--- src/rtl/fifo_push_arb_pkg.sv ---
// Shared constants for the two-requester fifo push arbiter.
package fifo_push_arb_pkg;

  localparam int unsigned ARB_DW = 64;
  localparam int unsigned WAIT_W = 3;
  localparam int unsigned STAT_W = 8;

  localparam logic [WAIT_W-1:0] ARB_WAIT_MAX = 3'd7;

  // Requester indices, also the encoding of the round-robin pointer.
  localparam logic REQ0 = 1'b0;
  localparam logic REQ1 = 1'b1;

endpackage

--- src/rtl/fifo_push_arb_rr_wait_ctr.sv ---
// Per-requester saturating wait counter: counts cycles a request sits unacked.
module rr_wait_ctr
  import fifo_push_arb_pkg::*;
#(
  parameter logic [WAIT_W-1:0] WAIT_MAX = ARB_WAIT_MAX
) (
  input  logic              clk,
  input  logic              rst,
  input  logic              req,
  input  logic              ack,
  output logic [WAIT_W-1:0] cnt,
  output logic              at_max_c
);

  logic [WAIT_W-1:0] cnt_q;
  logic [WAIT_W-1:0] cnt_d;

  // Clear on ack or dropped request, otherwise count up and saturate.
  always_comb begin
    cnt_d = cnt_q;
    if (!req || ack) begin
      cnt_d = '0;
    end else if (cnt_q != WAIT_MAX) begin
      cnt_d = cnt_q + WAIT_W'(1);
    end
  end

  // Counter register.
  always_ff @(posedge clk or posedge rst) begin
    if (rst) begin
      cnt_q <= '0;
    end else begin
      cnt_q <= cnt_d;
    end
  end

  assign cnt      = cnt_q;
  assign at_max_c = (cnt_q == WAIT_MAX);

endmodule

--- src/rtl/fifo_push_arb.sv ---
// Round-robin arbiter sharing the fifo push port between two producers.
// Optional per-requester ack counters: define FIFO_PUSH_ARB_STATS_EN.
module fifo_push_arb
  import fifo_push_arb_pkg::*;
#(
  parameter int unsigned       DW       = ARB_DW,
  parameter logic [WAIT_W-1:0] WAIT_MAX = ARB_WAIT_MAX
) (
  input  logic          clk,
  input  logic          rst,
  input  logic          req0,
  input  logic [DW-1:0] data0,
  input  logic          req1,
  input  logic [DW-1:0] data1,
  input  logic          fifo_full,
  input  logic          pop_fifo,
  output logic          ack0,
  output logic          ack1,
  output logic [DW-1:0] data_in,
  output logic          data_in_valid,
  output logic          last_gnt,
  output logic          stall_err
`ifdef FIFO_PUSH_ARB_STATS_EN
  ,
  output logic [STAT_W-1:0] cnt0,
  output logic [STAT_W-1:0] cnt1
`endif
);

  logic accept_c;
  logic gnt0_c;
  logic gnt1_c;
  logic ack0_c;
  logic ack1_c;
  logic last_gnt_q;
  logic last_gnt_d;
  logic stall_err_q;
  logic stall_err_d;
  logic at_max0_c;
  logic at_max1_c;
  logic [WAIT_W-1:0] wait0;
  logic [WAIT_W-1:0] wait1;

  // A full fifo that is popping this cycle still has room for one push.
  assign accept_c = ~fifo_full | pop_fifo;

  // Zero-latency grant; ties go to the requester not served last.
  always_comb begin
    gnt0_c = 1'b0;
    gnt1_c = 1'b0;
    if (req0 && req1) begin
      if (last_gnt_q == REQ1) begin
        gnt0_c = 1'b1;
      end else begin
        gnt1_c = 1'b1;
      end
    end else begin
      gnt0_c = req0;
      gnt1_c = req1;
    end
  end

  // Handshake outputs are forced quiet while reset is asserted.
  assign ack0_c        = gnt0_c & accept_c & ~rst;
  assign ack1_c        = gnt1_c & accept_c & ~rst;
  assign ack0          = ack0_c;
  assign ack1          = ack1_c;
  assign data_in_valid = (req0 | req1) & accept_c & ~rst;
  assign data_in       = gnt1_c ? data1 : data0;

  rr_wait_ctr #(.WAIT_MAX(WAIT_MAX)) u_wait0 (
    .clk      (clk),
    .rst      (rst),
    .req      (req0),
    .ack      (ack0_c),
    .cnt      (wait0),
    .at_max_c (at_max0_c)
  );

  rr_wait_ctr #(.WAIT_MAX(WAIT_MAX)) u_wait1 (
    .clk      (clk),
    .rst      (rst),
    .req      (req1),
    .ack      (ack1_c),
    .cnt      (wait1),
    .at_max_c (at_max1_c)
  );

  // Pointer moves only on an actual transfer so fairness survives stalls.
  always_comb begin
    last_gnt_d = last_gnt_q;
    if (ack1_c) begin
      last_gnt_d = REQ1;
    end else if (ack0_c) begin
      last_gnt_d = REQ0;
    end
    stall_err_d = stall_err_q | at_max0_c | at_max1_c;
  end

  // Pointer and sticky timeout registers.
  always_ff @(posedge clk or posedge rst) begin
    if (rst) begin
      last_gnt_q  <= REQ1;
      stall_err_q <= 1'b0;
    end else begin
      last_gnt_q  <= last_gnt_d;
      stall_err_q <= stall_err_d;
    end
  end

  assign last_gnt  = last_gnt_q;
  assign stall_err = stall_err_q;

`ifdef FIFO_PUSH_ARB_STATS_EN
  logic [STAT_W-1:0] cnt0_q;
  logic [STAT_W-1:0] cnt0_d;
  logic [STAT_W-1:0] cnt1_q;
  logic [STAT_W-1:0] cnt1_d;

  // Ack counters wrap naturally at their width.
  always_comb begin
    cnt0_d = ack0_c ? cnt0_q + STAT_W'(1) : cnt0_q;
    cnt1_d = ack1_c ? cnt1_q + STAT_W'(1) : cnt1_q;
  end

  // Ack counter registers.
  always_ff @(posedge clk or posedge rst) begin
    if (rst) begin
      cnt0_q <= '0;
      cnt1_q <= '0;
    end else begin
      cnt0_q <= cnt0_d;
      cnt1_q <= cnt1_d;
    end
  end

  assign cnt0 = cnt0_q;
  assign cnt1 = cnt1_q;

  logic unused_wait;
  assign unused_wait = ^{wait0, wait1};
`else
  logic unused_wait;
  assign unused_wait = ^{wait0, wait1};
`endif

endmodule
--- config.mk ---
export PLATFORM = sky130hd
export DESIGN_NAME = fifo_push_arb
export DESIGN_NICKNAME = d
export VERILOG_FILES = /design/src/rtl/fifo_push_arb_pkg.sv /design/src/rtl/fifo_push_arb_rr_wait_ctr.sv /design/src/rtl/fifo_push_arb.sv
export SDC_FILE = /design/constraint.sdc
export NUM_CORES = 1
export LEC_CHECK = 0
export CORE_UTILIZATION = 25
export DETAILED_ROUTE_END_ITERATION = 8
export PLACE_DENSITY = 0.91
export SLEW_MARGIN = 20
export SYNTH_ARGS = -nofsm -noshare
export SYNTH_HDL_FRONTEND = slang
export SYNTH_SLANG_ARGS = --single-unit
export TNS_END_PERCENT = 1
--- constraint.sdc ---
create_clock -name clk -period 1.9 [get_ports clk]
set_clock_uncertainty 0.15 [all_clocks]
set_input_delay 0.285 -clock clk [delete_from_list [all_inputs] [get_ports clk]]
set_output_delay 0.285 -clock clk [all_outputs]
set_load 0.02 [all_outputs]
==> metrics.txt, run 1 <==
switching share of power around 33%; largest net degree at the start of global routing 10; antenna viol nets, final 0; Yosys top cell by area mux2_4; CTS Sinks 8; final instance area approximately 0.0039 sq mm; top cells by area, synth mux2_4 50%, dfrtp_1 12%, mux2_2 12%, buf_12 8.2%, ha_1 3.4%; setup ws final -0.354 ns; Worst Tran Pin Value between 0.4 and 0.5 ns; wirelength, routed 7620 um; share of cells above drive strength 1 48.8%; Reg-to-Reg Start u_wait1.cnt[0]; critical path cell sequence and2_4, nor2b_4, buf_12, buf_12, buf_16, mux2_4, buf_6; violated checks negative setup slack; initial antenna violation count 0; wire length per cell approximately 19 um; die area 0.00618 sq mm; All-Layer GR Usage 23.5%; n_diodes 0; Synth Register Bits 8; Syn Inst Count roughly 110; WP depth 7; drt drc 0; # hold bufs at CTS 0; Post-synth EDFFs 0; Ports between 200 and 250; Root Buffer clkbuf_8; min cycle time layout about 2.3 ns; critical path's most frequent cell buf_12; Worst EP required 1.46 ns; Setup Viol. Count Final between 60 and 70; Yosys cell types 21; RSZ-0062 raised after global routing true; multi-input logic area roughly 0.0011 sq mm; mapped cell area 0.00147 sq mm; Nets ~470; placed inst area roughly 0.0035 sq mm; crit path launch type register; final worst-path cycle share 119%; Clock Latency Late Sink about 0.22 ns; pre-CTS setup slack -0.814 ns; row cnt 27; Starting Density between 20% and 30%; delay-heaviest family, CP buffers and inverters; Slowest-stage cell, CP dfstp_2; overflow left after global routing 0; Int Power between 1000 and 1500 uW; r2r setup slk between 0.4 and 0.5 ns; filler cell count between 400 and 500; TritonCTS clock tree built; status complete, but fails checks; cts bufs inserted 3; Slew headroom a little under three quarters; width of the die 78.6 um; Worst VDD drop around 0.22 mV; Max Cap Viol 0; Register Area ~200 sq um; dominant synthesized flop cell dfrtp_1; critical path endpoint category output pin; syn avg cell area 13.5 sq um; GPL Wtd Cong 0.810; reg-to-reg endpoint stall_err; sequential share of the synthesized area a little over an eighth; highest clock rate ~0.44 GHz; Slew Viols, Final 0; first-pass GRT wire length roughly 11,000 um; Longest Clk Path Bufs 2; dpl hpwl about 5800 um; CP Buf/Inv Count 4; Critical Path Source last_gnt; pwr dens 474 mW/mm^2; sw power just over 600 uW; count of buffers from port buffering between 200 and 250; Synth Warn # 0; worst reg2reg path depth 3; H-tree level count 1; post-synthesis async set-or-reset flop share 100%; core region area 0.00557 sq mm; Die Y roughly 80 um; vias in the first global route between 1,500 and 2,000; Worst Hold Class reg -> reg; Vias per Instance 4.49; Area growth syn-to-layout 166%; vias around 1,800; Clock transition at path regs 0.04 ns; WS Path Type reg -> out; syn_nets 247; Clk pwr share between 10% and 20%; Pre-antenna DRT Iters 4; Worst setup endpoint data_in[51]; Hold Vio Cnt, Final 0; Gate power share around 78%; top-area cell type share of the netlist area roughly half; Pleak approximately 0.0018 uW; Sequential Power Share 11.1%; most numerous cell in the Yosys netlist mux2_4; Crit path largest cell delay about 0.53 ns; synth cell count leaders 49 x mux2_4, 15 x mux2_2, 7 x dfrtp_1, 7 x nor2_1, 6 x buf_12; Crit Path Max Fanout 6; WP data arrival between 1.5 and 2 ns; DRT iter0 DRCs 30
-- cells by family after synthesis --
group                    after synthesis  synth area share, %
AO/OA/AOI/OAI                          4                 2.13
XOR/XNOR                               2                 1.19
adder cells (fa/ha/maj)                4                 3.41
buffers and inverters                  8                 8.96
flip-flops                             8                 13.7
multiplexers                          68                 64.4
AND/OR/NAND/NOR                       15                 6.14
-- power by group through the flow --
stage | combinational (uW) | sequential (uW) | clock (uW)
2_1_floorplan | 630 | 218 | 0
3_3_place_gp | 1220 | 206 | 0
3_5_place_dp | 1240 | 209 | 0
4_1_cts | 1430 | 207 | 217
5_1_grt | 1490 | 207 | 230
6_report | 1430 | 206 | 209
-- how the worst min path moves through the flow --
stage	endpoint	from	slack, ns	cells after the start
after floorplan	stall_err	rst	-0.05	1
after global placement	stall_err	stall_err	0.33	1
after detailed placement	stall_err	stall_err	0.35	1
after CTS	stall_err	stall_err	0.37	1
after global routing	stall_err	stall_err	0.37	1
final	stall_err	stall_err	0.35	1
-- layout by cell type, fill, tap and decap left out, types with 2 or more instances in the layout --
cell type and instances:
dfrtp_1 7, mux2_4 51, clkdlybuf4s50_1 132, dlygate4sd2_1 3, clkbuf_8 3, buf_16 7
buf_2 13, buf_4 8, ha_1 4, o31ai_1 2, mux2i_1 4, mux2_2 13
buf_12 6, buf_6 53, nor2_1 6, xor2_1 2
-- per-stage QoR --
stage,cells,utilization (%),total power [uW],setup TNS (ns),hold WS (ns)
after floorplan,109,-,848,0,-0.0501
after global placement,385,63.6,1430,-47.64,0.329
after detailed placement,385,63.6,1450,-48.62,0.352
after CTS,402,69.7,1860,-19.49,0.366
after global routing,402,69.9,1930,-21.66,0.371
final,402,69.9,1850,-18.90,0.350
-- state kept, by name, indices dropped and copies added, names as in the netlist --
signal / flops
u_wait0.cnt: 3
last_gnt: 1
u_wait1.cnt: 3
stall_err: 1
-- metal layers --
metal	GRT usage, %	routed length [um]	vias to the layer above
met1	24.5	2680	825
met5	0	0	-
met3	5.23	653	10
li1	-	-	850
met2	45.6	4080	121
met4	7.96	204	0
-- area by class of cell --
type	instances	share of cell area, %
Clock buffer	4	1.16
Timing Repair Buffer	224	61.8
Tap cell	72	2.31
Inverter	1	0.0964
Sequential cell	8	5.17
Multi-Input combinational cell	93	29.4
-- repair_timing --
action,4_1_cts,5_1_grt
resized for setup,385,6
pin swaps,1,0
endpoints found under the setup margin,68,67
hold endpoints to repair,0,0
setup buffers,6,1
gates cloned,7,0
Note: power is estimated with default switching activity, not from simulation.
==> run 2: changes to the inputs <==
--- a/config.mk
+++ b/config.mk
@@ -5,6 +5,7 @@
 export SDC_FILE = /design/constraint.sdc
 export NUM_CORES = 1
 export LEC_CHECK = 0
+export CORE_ASPECT_RATIO = 0.9
 export CORE_UTILIZATION = 25
 export DETAILED_ROUTE_END_ITERATION = 8
 export PLACE_DENSITY = 0.91
@@ -12,4 +13,4 @@
 export SYNTH_ARGS = -nofsm -noshare
 export SYNTH_HDL_FRONTEND = slang
 export SYNTH_SLANG_ARGS = --single-unit
-export TNS_END_PERCENT = 1
+export TNS_END_PERCENT = 5
==> run 2 against run 1 <==
  * The flow still finishes with violations (negative setup slack)
  * Sequential cell count unchanged
  * Combinational power shrank 5%
  * Die area hardly changed
  * Critical path depth unchanged
==> metrics.txt, run 2 (synthesis gave the netlist of run 1 again) <==
Worst Hold Class reg -> reg; setup ws final -0.274 ns; worst reg2reg path depth 3; Pre-antenna DRT Iters 4; Worst VDD drop between 0.2 and 0.25 mV; most common cell after layout, fill and taps aside clkdlybuf4s50_1; Register Area between 200 and 250 sq um; Clock transition at path regs about 0.040 ns; Die Y roughly 75 um; violated checks negative setup slack; CTS Sinks 8; Crit path largest cell delay approximately 0.53 ns; non-filler instance count after layout roughly 400; Nets 470; Setup Viol. Count Final 65; reg-to-reg endpoint stall_err; Setup TNS -13.28 ns; width of the die about 83 um; row cnt 26; Hold Vio Cnt, Final 0; H-tree level count 1; Ports slightly above 200; commonest cells after routing, fill and taps aside 132 x clkdlybuf4s50_1, 58 x buf_6, 49 x mux2_4; share of cells above drive strength 1 approximately 49%; pwr dens around 470 mW/mm^2; Reg-to-Reg Start u_wait1.cnt[0]; Final Core Density about 67%; vias 1,760; min cycle time layout ~2.2 ns; Vias per Instance 4.39; first-pass GRT wire length 8680 um; Max Cap Viol 0; initial antenna violation count 0; wire length per cell 16.1 um; Pleak roughly 0.0018 uW; Critical Path Source last_gnt; core region area ~0.0057 sq mm; wirelength, routed between 6000 and 7000 um; WP data arrival 1.74 ns; critical path's most frequent cell buf_6; r2r setup slk 0.39 ns; WS Path Type reg -> out; Slowest-stage cell, CP dfstp_2; Slew headroom 71.0%; highest clock rate around 0.46 GHz; All-Layer GR Usage roughly a fifth; antenna viol nets, final 0; crit path launch type register; drt drc 0; delay-heaviest family, CP flip-flops; DRT iter0 DRCs between 40 and 50; Starting Density 25.9%; critical path cell sequence and2_4, nor2b_4, buf_6, buf_16, buf_8, mux2_4, buf_6; DP Cell Count 390; GPL Wtd Cong 0.764; overflow left after global routing 0; final worst-path cycle share 114%; Area growth syn-to-layout 159%; Fin Hold WS roughly 0.32 ns; CP Buf/Inv Count 4; die area ~0.0062 sq mm; Worst Tran Pin Value 0.431 ns; RSZ-0062 raised after global routing true; vias in the first global route between 1,500 and 2,000; largest net degree at the start of global routing 18; dpl hpwl about 5400 um; n_diodes 0; multi-input logic area between 0.001 and 0.0015 sq mm; Clock Latency Late Sink about 0.23 ns; worst hold path depth 1; Worst EP required 1.46 ns; Slew Viols, Final 0; Root Buffer clkbuf_8; worst hold start stall_err; status complete, but fails checks; Crit Path Max Fanout 5; Longest Clk Path Bufs 2; filler cell count roughly 450; TritonCTS clock tree built; count of buffers from port buffering just over 200; cts bufs inserted 3; WHS Endpoint stall_err; critical path endpoint category output pin; pre-CTS setup slack -0.779 ns
==> run 2: repair_timing <==
item	4_1_cts	5_1_grt
endpoints found under the setup margin	67	67
resized for setup	375	10
setup buffers	3	1
gates cloned	4	0
hold buffers	0	0
==> run 2: metrics by stage <==
step,power (uW),area (sq um)
after floorplan,848,1470
after global placement,1450,3610
after detailed placement,1470,3610
after CTS,1790,3780
after global routing,1860,3790
final,1770,3790
==> run 2: layout make-up <==
class	instances	share of cell area, %
Timing Repair Buffer	225	61.1
Multi-Input combinational cell	93	30.0
Sequential cell	8	5.31
Tap cell	70	2.31
Clock buffer	4	1.19
Inverter	1	0.0989
==> run 2: metal layers <==
metal,track usage [%],up-vias,wire (um)
li1,-,848,-
met1,20.1,790,2120
met2,38.4,110,3630
met3,3.88,12,610
met4,5.56,0,109
met5,0,-,0
==> run 2: where the power goes <==
part           internal (uW)  leakage [uW]  total [uW]  switching (uW)
Combinational            845       0.00163        1360             513
Clock                    145     0.0000228         210            65.2
Sequential               193      0.000104         204            11.0
==> run 2: worst max path at each step <==
stage	end	cells past startpoint
CTS	data_in[32]	7
floorplan	data_in[14]	5
global route	data_in[51]	7
detailed placement	data_in[3]	6
finish	data_in[51]	7
global placement	data_in[6]	6
